==> src/rtl/memory_cycle.sv <==
// -----------------------------------------------------------------------------
// memory_cycle : MEM stage of the RISC-V pipeline.
//
// Takes the EX/MEM bundle, performs the load or store over a req/gnt/rvalid
// data-memory handshake and registers the MEM/WB bundle. StallM freezes the
// upstream stages while an access is outstanding, so the EX/MEM inputs stay
// stable for the whole access.
//
// Ports
//   clk, rst            clock; asynchronous active-low reset
//   ValidM              EX/MEM slot holds a real instruction (0 = bubble)
//   RegWriteM           instruction writes the register file
//   MemWriteM           store
//   ResultSrcM          load
//   RD_M, PCPlus4M      destination register, PC+4
//   WriteDataM          store data
//   ALU_ResultM         ALU result / memory address
//   dmem_req/we/addr/wdata   request side of the data-memory handshake
//   dmem_gnt            request accepted this cycle
//   dmem_rvalid/rdata   read response
//   StallM              combinational stall to upstream stages
//   RegWriteW .. ReadDataW   registered MEM/WB bundle
//   misalign_err        (MEM_MISALIGN_CHECK_EN only) misaligned access flag
//
// Build option
//   MEM_MISALIGN_CHECK_EN : when defined, a memory op whose address is not
//   word aligned is not sent to memory; it completes in one cycle with
//   RegWriteW forced to 0 and misalign_err raised for that WB cycle.
// -----------------------------------------------------------------------------
module memory_cycle #(
   parameter int XLEN = 32
) (
   input  logic            clk,
   input  logic            rst,
   input  logic            ValidM,
   input  logic            RegWriteM,
   input  logic            MemWriteM,
   input  logic            ResultSrcM,
   input  logic [4:0]      RD_M,
   input  logic [XLEN-1:0] PCPlus4M,
   input  logic [XLEN-1:0] WriteDataM,
   input  logic [XLEN-1:0] ALU_ResultM,
   output logic            dmem_req,
   output logic            dmem_we,
   output logic [XLEN-1:0] dmem_addr,
   output logic [XLEN-1:0] dmem_wdata,
   input  logic            dmem_gnt,
   input  logic            dmem_rvalid,
   input  logic [XLEN-1:0] dmem_rdata,
   output logic            StallM,
   output logic            RegWriteW,
   output logic            ResultSrcW,
   output logic [4:0]      RD_W,
   output logic [XLEN-1:0] PCPlus4W,
   output logic [XLEN-1:0] ALU_ResultW,
   output logic [XLEN-1:0] ReadDataW
`ifdef MEM_MISALIGN_CHECK_EN
   ,
   output logic            misalign_err
`endif
);

   typedef enum logic [1:0] {
      S_IDLE   = 2'd0,
      S_REQ    = 2'd1,
      S_WAIT_R = 2'd2
   } state_t;

   state_t          r_state;

   logic            r_reg_write;
   logic            r_result_src;
   logic [4:0]      r_rd;
   logic [XLEN-1:0] r_pc_plus4;
   logic [XLEN-1:0] r_alu_result;
   logic [XLEN-1:0] r_read_data;

   logic            w_is_mem;
   logic            w_misalign;
   logic            w_mem_op;
   logic            w_req;
   logic            w_stall;

   // A store is recognised whenever MemWriteM is set, even if ResultSrcM is
   // also (illegally) set.
   assign w_is_mem = ValidM & (MemWriteM | ResultSrcM);

`ifdef MEM_MISALIGN_CHECK_EN
   logic r_misalign;
   assign w_misalign = w_is_mem & (ALU_ResultM[1:0] != 2'b00);
`else
   assign w_misalign = 1'b0;
`endif

   assign w_mem_op = w_is_mem & ~w_misalign;

   // Request and stall are combinational so a store granted in its first
   // cycle completes without stalling.
   always_comb begin
      w_req   = 1'b0;
      w_stall = 1'b0;
      case (r_state)
         S_IDLE: begin
            if (w_mem_op) begin
               w_req   = 1'b1;
               w_stall = ~(MemWriteM & dmem_gnt);
            end
         end
         S_REQ: begin
            w_req   = 1'b1;
            w_stall = ~(MemWriteM & dmem_gnt);
         end
         S_WAIT_R: begin
            w_stall = ~dmem_rvalid;
         end
         default: begin
            w_req   = 1'b0;
            w_stall = 1'b0;
         end
      endcase
   end

   assign dmem_req   = w_req;
   assign dmem_we    = w_req & MemWriteM;
   assign dmem_addr  = ALU_ResultM;
   assign dmem_wdata = WriteDataM;
   assign StallM     = w_stall;

   always_ff @(posedge clk or negedge rst) begin
      if (!rst) begin
         r_state <= S_IDLE;
      end else begin
         case (r_state)
            S_IDLE: begin
               if (w_mem_op) begin
                  if (!dmem_gnt)
                     r_state <= S_REQ;
                  else if (!MemWriteM)
                     r_state <= S_WAIT_R;
               end
            end
            S_REQ: begin
               if (dmem_gnt)
                  r_state <= MemWriteM ? S_IDLE : S_WAIT_R;
            end
            S_WAIT_R: begin
               if (dmem_rvalid)
                  r_state <= S_IDLE;
            end
            default: r_state <= S_IDLE;
         endcase
      end
   end

   // MEM/WB: stalled edges insert a bubble (write enables cleared, payload
   // held), the completion edge captures the frozen EX/MEM bundle. This gives
   // exactly one WB entry per instruction.
   always_ff @(posedge clk or negedge rst) begin
      if (!rst) begin
         r_reg_write  <= 1'b0;
         r_result_src <= 1'b0;
         r_rd         <= '0;
         r_pc_plus4   <= '0;
         r_alu_result <= '0;
         r_read_data  <= '0;
      end else if (w_stall) begin
         r_reg_write  <= 1'b0;
         r_result_src <= 1'b0;
      end else begin
         r_reg_write  <= ValidM & RegWriteM & ~w_misalign;
         r_result_src <= ValidM & ResultSrcM;
         r_rd         <= RD_M;
         r_pc_plus4   <= PCPlus4M;
         r_alu_result <= ALU_ResultM;
         // Only a load finishing in WAIT_R carries memory data.
         r_read_data  <= (r_state == S_WAIT_R) ? dmem_rdata : '0;
      end
   end

`ifdef MEM_MISALIGN_CHECK_EN
   // A misaligned op never leaves IDLE, so the flag is tied to that state.
   always_ff @(posedge clk or negedge rst) begin
      if (!rst)
         r_misalign <= 1'b0;
      else
         r_misalign <= ~w_stall & w_misalign & (r_state == S_IDLE);
   end
   assign misalign_err = r_misalign;
`endif

   assign RegWriteW   = r_reg_write;
   assign ResultSrcW  = r_result_src;
   assign RD_W        = r_rd;
   assign PCPlus4W    = r_pc_plus4;
   assign ALU_ResultW = r_alu_result;
   assign ReadDataW   = r_read_data;

endmodule

==> config.mk <==
export PLATFORM = sky130hd
export DESIGN_NAME = memory_cycle
export DESIGN_NICKNAME = d
export VERILOG_FILES = /design/src/rtl/memory_cycle.sv
export SDC_FILE = /design/constraint.sdc
export NUM_CORES = 1
export LEC_CHECK = 0
export CAP_MARGIN = 15
export CORE_AREA = 2 2 121 123
export CTS_CLUSTER_SIZE = 20
export DETAILED_ROUTE_END_ITERATION = 8
export DIE_AREA = 0 0 123 125
export HOLD_SLACK_MARGIN = 0.08
export PLACE_DENSITY = 0.73
export SLEW_MARGIN = 30
export SYNTH_ARGS = -nofsm -noshare
export SYNTH_HDL_FRONTEND = slang
export SYNTH_SLANG_ARGS = --single-unit
==> constraint.sdc <==
create_clock -name clk -period 3.65 [get_ports clk]
set_input_delay 0.73 -clock clk [delete_from_list [all_inputs] [get_ports clk]]
set_output_delay 0.73 -clock clk [all_outputs]
set_load 0.02 [all_outputs]
==> results.cfg <==
[synth]
syn_area_mm2 = 0.00439
yosysSeqAreaShare_pct = 59.9
yosys_warnings = 0
postSynthCellCount = 307
avgSynthCellArea_um2 = 14.3
ys_ff_latch = 105
synth_cell_type_count = 19
synthesis.nets = 448

[global_routing]
grt_pass1_vias = 3090
grtUsageTotal_pct = 13.5
grt_first_pass_wirelength_mm = 15.9
grt_antenna_before_repair = 0
grt-ovfl-total = 0
grt_max_degree = 104

[sta]
fmax_mhz = 289
rsz0062_at_grt = false
hold_violations = 0
timing.setup.tns_ns = 0
finalClockSkew_ns = 0.00722
worst_pin_slew_ns = 0.661
setup_violations = 0
drv_slew = 0
min_period_ns = 3.46
whs_ns = 0.385
post-route-period-util_pct = 94.8
maxSlewHeadroom_pct = 55.9

[layout]
num_antenna_cells = 0
num-nets-final = 629
area_growth_pct = 55.4
n_fill_cell = 1226
drive_above_1_share_pct = 4.26

[clock_network]
cts_root_buf = clkbuf_16
cts_buffers = 9
htree_levels = 3
cts_sinks = 105
clkTransAtPathRegs_ns = 0.07
ctsResizeCount = 0
post_cts_buffers = 0
clk_path_buf_depth = 2
cts_tree = done
clk_latency_ns = 0.34
cts-hold-fix-buffers = 0

[floorplan]
row_count = 44
die_w_um = 123
ios = 311
core_mm2 = 0.0142
initial_core_util_pct = 30.9
dieArea_mm2 = 0.0154
fp.dieH_um = 125

[detailed_routing]
wl_per_cell_um = 15.8
firstDrtPassIters = 4
drtAntennaViolNets = 0
vias_per_cell = 4.42
drtIter0Drc = 55
wl_mm = 10.7
num_vias = 2992
drc = 0

[power]
power.share.switching_pct = 29.6
power.density_mw_per_mm2 = 491
seqPwrFrac_pct = 42.3
combinationalPowerShare_pct = 31.0
peakVddDrop_uv = 253
pwr-share-clk_pct = 26.7
netSwitchingPower_w = 0.000989
intPower_w = 0.00236
p_leak_nw = 2.84

[setup_path]
cp-end-kind = output pin
worstPathArrival_ns = 2.73
cp.required_ns = 2.92
start_kind = primary input
r2r_cells = 4
critPathKind = in -> out
crit_fanout = 6

[outcome]
run_status = finished, final reports clean

[min_path]
hp-class = in -> async

[placement]
dp_hpwl_mm = 7.96
gp_congestion = 0.715
port_buffers = 246

[job]
maxCapViolCount = 0
[sequential cells by signal, summed over array words and instances, names as in the netlist]
name / flops
PCPlus4W: 32
RD_W: 5
ResultSrcW: 1
ReadDataW: 32
r_state: 2
ALU_ResultW: 32
RegWriteW: 1
[cells by family after synthesis]
group | after synthesis | synth area share, %
muxes | 69 | 17.7
and+or+nand+nor | 11 | 1.40
buffers and inverters | 85 | 13.7
DFF | 105 | 59.9
AOI/OAI and AO/OA | 37 | 7.30
[layout make-up]
cell class | count | area, um^2 | share of cell area, %
repair buffers | 250 | 2510 | 36.8
clock buffers | 12 | 246 | 3.62
flip-flops and latches | 105 | 2630 | 38.5
inverters | 5 | 18.8 | 0.275
multi-input cells | 117 | 1160 | 17.0
well taps | 184 | 230 | 3.38
clock inverters | 4 | 27.5 | 0.404
[final timing paths]
kind                       slack (ns)               startpoint                     endpoint
hold / removal                   0.39                      rst     PCPlus4W[19]$_DFFE_PN0N_
setup / recovery                 0.19                MemWriteM                       StallM
setup reg to reg                 1.61   r_state[0]$_DFFE_PN0P_  ALU_ResultW[26]$_DFFE_PN0N_
max in group asynchronous        2.53                      rst  ALU_ResultW[21]$_DFFE_PN0N_
min in group clk                 0.49  PCPlus4W[7]$_DFFE_PN0N_      PCPlus4W[7]$_DFFE_PN0N_
hold reg to reg                  0.49  PCPlus4W[7]$_DFFE_PN0N_      PCPlus4W[7]$_DFFE_PN0N_
[cells in the final DEF, fill, tap and decap left out]
master	synthesis	final
nor2b_1	1	1
buf_12	0	1
clkbuf_8	0	1
clkinv_4	0	1
clkbuf_1	4	2
inv_1	5	5
inv_6	0	1
a21oi_1	1	1
o21ai_0	1	1
clkinv_2	0	2
dfrtp_1	105	105
a2111oi_2	1	1
mux2_1	69	69
a22o_1	32	32
clkdlybuf4s50_1	0	245
and3_1	1	1
a311o_2	0	1
buf_6	4	1
nand2_1	1	1
buf_4	64	3
o21ai_1	1	1
nand2b_1	3	3
and2_1	1	1
nor3_1	4	4
clkbuf_16	0	9
[metrics by stage]
step / std cells / worst slack, ns / utilization (%) / total power (W) / cell area [um^2]
6_report: 677 / 0.188 / 48.0 / 0.00334 / 6820
5_1_grt: 677 / 0.0826 / 48.0 / 0.00352 / 6820
4_1_cts: 677 / 0.181 / 48.0 / 0.00340 / 6810
3_5_place_dp: 661 / 0.199 / 46.0 / 0.00249 / 6540
3_3_place_gp: 661 / 0.218 / 46.0 / 0.00247 / 6540
2_1_floorplan: 307 / 1.05 / - / 0.00199 / 4390
[power groups by stage]
stage	registers, W	clock network, W	logic, W
finish	0.00141	0.000892	0.00104
global route	0.00144	0.000986	0.00110
CTS	0.00142	0.000931	0.00106
detailed placement	0.00144	0	0.00105
global placement	0.00143	0	0.00104
floorplan	0.00164	0	0.000353
[worst max-delay path, cell delays in order]
cell and delay (ns):
clkdlybuf4s50_1 0.50, nand2b_1 0.20, a2111oi_2 0.41, a311o_2 0.22
clkdlybuf4s50_1 0.67
[Yosys cell counts]
cell	n	share of area, %
dfrtp_1	105	60
and3_1	1	0.14
o21ai_0	1	0.11
buf_4	64	11
nand2b_1	3	0.43
nor3_1	4	0.46
a22o_1	32	6.4
a311o_1	1	0.23
buf_6	4	1.0
mux2_1	69	18
and2_1	1	0.14
a2111oi_2	1	0.34
clkbuf_1	4	0.34
nor2b_1	1	0.14
inv_1	5	0.43
o21ai_1	1	0.11
a21oi_1	1	0.11
nand2_1	1	0.086
buf_2	8	0.91
[routing by layer]
layer	global-route usage (%)	share of wire, %
met1	15.2	37
met2	23.2	50
met3	4.20	11
met4	5.88	2.1
met5	0	0
No activity file was read; power rests on OpenSTA's default activity.
